--- src/rtl/irq_vector_sequencer_if.sv ---
// Memory bus owned by irq_vector_sequencer while a sequence runs.
// Handshake: the master holds mem_addr/mem_wdata/mem_we stable for as long as an access is presented; the access completes on the cycle the slave returns mem_ready=1 (mem_rdata valid in that same cycle).
interface irq_vector_sequencer_if;
   logic [15:0] mem_addr;
   logic [7:0]  mem_wdata;
   logic        mem_we;
   logic [7:0]  mem_rdata;
   logic        mem_ready;

   modport master (
      output mem_addr, mem_wdata, mem_we,
      input  mem_rdata, mem_ready
   );

   modport slave (
      input  mem_addr, mem_wdata, mem_we,
      output mem_rdata, mem_ready
   );
endinterface

--- src/rtl/irq_vector_sequencer.sv ---
// RESET/NMI/BRK/IRQ sequencer: pushes PCH/PCL/P, fetches the vector, hands PC/SP back.
// Define IRQ_SEQ_NMI_EN to enable NMI edge detection and the FFFA vector.
module irq_vector_sequencer (
   input  logic        clk,
   input  logic        reset,
   input  logic        nmi_n,
   input  logic        irq_n,
   input  logic        i_flag,
   input  logic        brk_req,
   input  logic        instr_boundary,
   input  logic [15:0] pc_in,
   input  logic [7:0]  sp_in,
   input  logic [7:0]  status_in,
   irq_vector_sequencer_if.master bus,
   output logic        int_active,
   output logic [15:0] pc_out,
   output logic        pc_load,
   output logic [7:0]  sp_out,
   output logic        sp_load,
   output logic        set_i,
   output logic        int_ack,
   output logic [2:0]  state_dbg
);

   typedef enum logic [2:0] {
      IDLE, PUSH_PCH, PUSH_PCL, PUSH_P, VEC_LO, VEC_HI, DONE
   } state_t;

   typedef enum logic [1:0] {
      SRC_RESET, SRC_NMI, SRC_BRK, SRC_IRQ
   } src_t;

   state_t      state;
   src_t        src;
   logic [15:0] pc_q;
   logic [7:0]  sp_q;
   logic [7:0]  p_q;
   logic [7:0]  vec_lo;
   logic [15:0] vec_base;
   logic        nmi_pend;
   logic        accept;
   logic        take_nmi;
   logic        take_brk;

   assign accept   = (state == IDLE) && instr_boundary &&
                     (nmi_pend || brk_req || (!irq_n && !i_flag));
   assign take_nmi = accept && nmi_pend;
   assign take_brk = accept && !nmi_pend && brk_req;

`ifdef IRQ_SEQ_NMI_EN
   logic nmi_sync1, nmi_sync2, nmi_prev;

   // An edge that lands mid-sequence simply stays pending until the next boundary.
   always_ff @(posedge clk) begin
      if (reset) begin
         nmi_sync1 <= 1'b1;
         nmi_sync2 <= 1'b1;
         nmi_prev  <= 1'b1;
         nmi_pend  <= 1'b0;
      end else begin
         nmi_sync1 <= nmi_n;
         nmi_sync2 <= nmi_sync1;
         nmi_prev  <= nmi_sync2;
         if (nmi_prev && !nmi_sync2)
            nmi_pend <= 1'b1;
         else if (take_nmi)
            nmi_pend <= 1'b0;
      end
   end
`else
   logic unused_nmi_n;
   assign unused_nmi_n = nmi_n;
   assign nmi_pend     = 1'b0;
`endif

   always_comb begin
      vec_base = 16'hFFFE;
      case (src)
         SRC_RESET: vec_base = 16'hFFFC;
`ifdef IRQ_SEQ_NMI_EN
         SRC_NMI:   vec_base = 16'hFFFA;
`endif
         default:   vec_base = 16'hFFFE;
      endcase
   end

   // Bus outputs are forced quiet while reset is held so the first VEC_LO cycle starts clean.
   always_comb begin
      bus.mem_addr  = 16'h0000;
      bus.mem_wdata = 8'h00;
      bus.mem_we    = 1'b0;
      if (!reset) begin
         case (state)
            PUSH_PCH: begin bus.mem_addr = {8'h01, sp_q}; bus.mem_wdata = pc_q[15:8]; bus.mem_we = 1'b1; end
            PUSH_PCL: begin bus.mem_addr = {8'h01, sp_q}; bus.mem_wdata = pc_q[7:0];  bus.mem_we = 1'b1; end
            PUSH_P:   begin bus.mem_addr = {8'h01, sp_q}; bus.mem_wdata = p_q;        bus.mem_we = 1'b1; end
            VEC_LO:   bus.mem_addr = vec_base;
            VEC_HI:   bus.mem_addr = vec_base + 16'd1;
            default:  bus.mem_addr = 16'h0000;
         endcase
      end
   end

   assign int_active = !reset && (state != IDLE);
   assign state_dbg  = state;

   always_ff @(posedge clk) begin
      if (reset) begin
         state   <= VEC_LO;
         src     <= SRC_RESET;
         pc_q    <= 16'h0000;
         sp_q    <= 8'h00;
         p_q     <= 8'h00;
         vec_lo  <= 8'h00;
         pc_out  <= 16'h0000;
         pc_load <= 1'b0;
         sp_out  <= 8'h00;
         sp_load <= 1'b0;
         set_i   <= 1'b0;
         int_ack <= 1'b0;
      end else begin
         pc_load <= 1'b0;
         sp_load <= 1'b0;
         set_i   <= 1'b0;
         int_ack <= 1'b0;
         case (state)
            IDLE: begin
               if (accept) begin
                  int_ack <= 1'b1;
                  src     <= take_nmi ? SRC_NMI : (take_brk ? SRC_BRK : SRC_IRQ);
                  pc_q    <= pc_in;
                  sp_q    <= sp_in;
                  // Pushed P always has bit5 set; B (bit4) marks a software BRK.
                  p_q     <= (status_in & 8'hEF) | 8'h20 | (take_brk ? 8'h10 : 8'h00);
                  state   <= PUSH_PCH;
               end
            end
            PUSH_PCH: if (bus.mem_ready) begin sp_q <= sp_q - 8'd1; state <= PUSH_PCL; end
            PUSH_PCL: if (bus.mem_ready) begin sp_q <= sp_q - 8'd1; state <= PUSH_P;   end
            PUSH_P:   if (bus.mem_ready) begin sp_q <= sp_q - 8'd1; state <= VEC_LO;   end
            VEC_LO:   if (bus.mem_ready) begin vec_lo <= bus.mem_rdata; state <= VEC_HI; end
            VEC_HI: begin
               if (bus.mem_ready) begin
                  pc_out  <= {bus.mem_rdata, vec_lo};
                  pc_load <= 1'b1;
                  set_i   <= 1'b1;
                  if (src != SRC_RESET) begin
                     sp_out  <= sp_q;
                     sp_load <= 1'b1;
                  end
                  state <= DONE;
               end
            end
            DONE:    state <= IDLE;
            default: state <= IDLE;
         endcase
      end
   end

endmodule

--- src/flat_wrapper.sv ---
// flat-port wrapper written by rule: the top's interface ports become plain ports
module irq_vector_sequencer_flat 
  (clk, reset, nmi_n, irq_n, i_flag, brk_req, instr_boundary, pc_in, sp_in, status_in, int_active, pc_out, pc_load, sp_out, sp_load, set_i, int_ack, state_dbg, bus_mem_addr, bus_mem_wdata, bus_mem_we, bus_mem_rdata, bus_mem_ready);
  irq_vector_sequencer_if bus_i ();
  input  logic clk;
  input  logic reset;
  input  logic nmi_n;
  input  logic irq_n;
  input  logic i_flag;
  input  logic brk_req;
  input  logic instr_boundary;
  input  logic [15:0] pc_in;
  input  logic [7:0] sp_in;
  input  logic [7:0] status_in;
  output logic int_active;
  output logic [15:0] pc_out;
  output logic pc_load;
  output logic [7:0] sp_out;
  output logic sp_load;
  output logic set_i;
  output logic int_ack;
  output logic [2:0] state_dbg;
  output wire logic [$bits(bus_i.mem_addr)-1:0] bus_mem_addr;
  output wire logic [$bits(bus_i.mem_wdata)-1:0] bus_mem_wdata;
  output wire logic [$bits(bus_i.mem_we)-1:0] bus_mem_we;
  input wire logic [$bits(bus_i.mem_rdata)-1:0] bus_mem_rdata;
  input wire logic [$bits(bus_i.mem_ready)-1:0] bus_mem_ready;
  assign bus_mem_addr = bus_i.mem_addr;
  assign bus_mem_wdata = bus_i.mem_wdata;
  assign bus_mem_we = bus_i.mem_we;
  assign bus_i.mem_rdata = bus_mem_rdata;
  assign bus_i.mem_ready = bus_mem_ready;
  irq_vector_sequencer u_core (.clk(clk), .reset(reset), .nmi_n(nmi_n), .irq_n(irq_n), .i_flag(i_flag), .brk_req(brk_req), .instr_boundary(instr_boundary), .pc_in(pc_in), .sp_in(sp_in), .status_in(status_in), .bus(bus_i), .int_active(int_active), .pc_out(pc_out), .pc_load(pc_load), .sp_out(sp_out), .sp_load(sp_load), .set_i(set_i), .int_ack(int_ack), .state_dbg(state_dbg));
endmodule
--- config.mk ---
export PLATFORM = sky130hd
export DESIGN_NAME = irq_vector_sequencer_flat
export DESIGN_NICKNAME = d
export VERILOG_FILES = /design/src/rtl/irq_vector_sequencer_if.sv /design/src/rtl/irq_vector_sequencer.sv /design/src/flat_wrapper.sv
export SDC_FILE = /design/constraint.sdc
export NUM_CORES = 1
export LEC_CHECK = 0
export BUFFER_PORTS_ARGS = -buffer_cell sky130_fd_sc_hd__buf_2
export CORE_UTILIZATION = 46
export CTS_CLUSTER_SIZE = 14
export DETAILED_ROUTE_END_ITERATION = 12
export GPL_TIMING_DRIVEN = 0
export MAX_ROUTING_LAYER = met4
export PLACE_DENSITY = 0.82
export SLEW_MARGIN = 30
export SYNTH_ARGS = -nofsm -noshare
export SYNTH_HDL_FRONTEND = slang
export SYNTH_SLANG_ARGS = --single-unit
--- constraint.sdc ---
create_clock -name clk -period 3.3 [get_ports clk]
set_input_delay 0.33 -clock clk [delete_from_list [all_inputs] [get_ports clk]]
set_output_delay 0.33 -clock clk [all_outputs]
set_load 0.1 [all_outputs]
==> results.md <==
- Status: completed
- Starting Density: 47.4%
- RSZ-0062 raised after global routing: false
- CTS max path bufs: 2
- Clk slew on worst S/H paths: approximately 0.080 ns
- Final setup TNS: 0 ns
- Synth Instances: 376
- Placed cell area: around 3800 um2
- Min Clock Period, post-route: 2.64 ns
- Synthesized flop and latch total: 71
- Fraction of layout cells with a size suffix above 1: 34.6%
- Vias in the first global route: 2797
- Worst reg-to-reg setup slack: about 1.5 ns
- Hold crit path type: in -> reg
- Antenna diodes: 0
- Die ar.: roughly 7300 um2
- CP startpoint kind: flip-flop
- TritonCTS clock tree: done
- Crit path setup slack, layout: between 0.6 and 0.7 ns
- Crit path to: bus_mem_wdata[7]
- Tcrit/Tclk final: 80.1%
- Fmax: 378 MHz
- R2R cell count: 6
- Clk sinks: around 70
- Port bufs: 100
- DRC errors left: 0
- Root Buffer: clkbuf_8
- First-pass GRT wire length: 13.3 mm
- P&R area growth vs syn: 25.9%
- Clock Skew: 0.00941 ns
- Total grt overflow: 0
- WS Path Type: reg -> out
- GRT Total Usage: about a quarter
- Site Rows: 30
- Final Max Tran Viols: 0
- YS warnings: 0
- Sequential share of the synthesized area: 44.3%
- Worst Path Max Fanout: 10
- Pre-CTS WS: 1.05 ns
- H-tree levels: 3
- Post-synth cell types: 49
- Clk Latency, worst-skew pair: 0.35 ns
- Initial drt markers: 214
- Initial antenna violation count: 0
- Syn_nets: 425
- CTS Hold Bufs: 0
- Synth Cell Area: about 3200 um2
- IO Pins: 105
- Crit end category: output pin
- Post-DP HPWL: 5.94 mm
- Routability cong.: 0.819
- Fin. Hold Viols: 0
- Total power: 2000 uW
- Postcts setup bufs: 0
- Die W: 85.5 um
- Nets: 536
- Vias post-DR: 2994
- Worst vdd ir: 0.264 mV
- Design Area, Final: around 4000 um2
- Via/cell ratio: 5.23
- Worst setup path startpoint: u_core.state_dbg[1]
- # setup viols final: 0
- WL/cell: 14.8 um
- EDFF count, synth: 0
- Core Area: 6760 um2
- Routed WL: 8.45 mm
- Die Ht: 85.5 um
- CTS Buf Count: 9
- PD cells: 495 nW/um2
- CP required: 2.97 ns
- Largest net degree at the start of global routing: 14
- DR pass1 iterations: 4
- Max_cap viols: 0
- FF-to-FF End: u_core.sp_q[4]
- R2R Path Start: u_core.sp_q[0]
- Primary FF master, synth: dfxtp_1
- FFs w/ async S/R, synth: 0%
- Least-Margin Pin Slew: ~0.62 ns
- Relative slew slack: between 50% and 60%
- Lkg Pwr: 0.00172 uW
- Syn Area/Cell: about 8.5 um2
- Post-CTS resize count: 0
- Final ANT Viol Nets: 0
- Worst path arrival time: between 2 and 2.5 ns
- Min Hold Slack: approximately 0.21 ns
[Yosys cell counts (2+ instances only)]
library cell	number	area, um2
mux2_2	8	90.1
o21bai_1	2	15.0
o21ai_1	6	30.0
nor3_1	4	20.0
a21oi_1	47	235
or3_1	2	12.5
clkbuf_1	11	41.3
inv_1	2	7.51
nand2_1	82	308
dfxtp_1	71	1420
a22oi_1	10	75.1
clkbuf_8	2	27.5
mux2i_1	16	160
buf_2	4	20.0
and2_1	2	12.5
nor2b_1	4	25.0
buf_4	12	90.1
a21o_1	9	67.6
nor2_1	42	158
buf_6	5	56.3
nand2b_1	4	25.0
a211oi_1	4	30.0
[worst max-delay path, stage by stage, from the launching register on]
cell and delay, ns:
dfxtp_1 0.52, buf_6 0.21, nor2b_1 0.14, clkbuf_1 0.36, a22oi_1 0.18, nor2_2 0.12, buf_2 0.43
[through the flow]
step / cells / utilization (%)
after floorplan: 376 / -
after global placement: 556 / 56.9
after detailed placement: 556 / 56.9
after CTS: 572 / 59.7
after global routing: 572 / 59.7
final: 572 / 59.7
[state kept, by name, indices dropped and copies added (netlist names), 3 cells and up]
name              cells
u_core.p_q            8
u_core.pc_out        16
u_core.pc_q          16
u_core.sp_out         8
u_core.sp_q           8
u_core.state_dbg      3
u_core.vec_lo         8
[power by group]
part	switching (uW)	internal (uW)	total, uW
combinational	327	103	430
sequential	16.8	879	896
clock	325	346	671
total	669	1330	2000
[logic make-up (layout without fill, tap and decap cells)]
family / Yosys count / count (layout) / synth area share, %
AND/OR/NAND/NOR: 151 / 151 / 21.5
AO/OA/AOI/OAI: 92 / 92 / 18.3
multiplexers: 24 / 24 / 7.81
buffers and inverters: 37 / 153 / 7.69
flip-flops: 71 / 71 / 44.3
adder cells (fa/ha/maj): 1 / 1 / 0.390
[worst min path at each step]
stage / slack [ns] / from / cells after the start / endpoint
6_report: 0.21 / status_in[3] / 3 / u_core.p_q[3]
5_1_grt: 0.19 / status_in[6] / 3 / u_core.p_q[6]
4_1_cts: 0.20 / brk_req / 2 / u_core.src[0]
3_5_place_dp: 0.44 / u_core.vec_lo[2] / 2 / u_core.pc_out[2]
3_3_place_gp: 0.44 / u_core.vec_lo[5] / 2 / u_core.pc_out[5]
2_1_floorplan: 0.43 / brk_req / 1 / u_core.src[0]
[final cells by class]
class	count	area (um2)
Clock inverter	6	61.3
Timing Repair Buffer	100	500
Tap cell	80	100
Buffer	34	235
Fill cell	640	2720
Multi-Input combinational cell	268	1580
Sequential cell	71	1420
Inverter	3	11.3
Clock buffer	10	128
[cell usage in the layout (no fill, tap or decap), drive strengths merged, types with 2 or more instances in the layout]
cell type,Yosys,layout
a211oi,4,4
a21o,9,9
a21oi,48,48
a22oi,11,11
and2,2,2
buf,21,121
clkbuf,13,23
clkinv,0,4
dfxtp,71,71
inv,3,3
mux2,8,8
mux2i,16,16
nand2,82,82
nand2b,4,4
nor2,44,44
nor2b,4,4
nor3,4,4
nor4b,2,2
o21ai,7,7
o21bai,3,3
o32ai,2,2
or3,2,2
[routing by layer]
layer	up-vias	share of wire [%]	global-route usage [%]
met2	93	48	39.7
met5	-	0	-
li1	1492	-	-
met4	0	0.72	8.33
met1	1404	46	29.8
met3	5	5.9	5.93
Power figures use the tool's default switching activity.
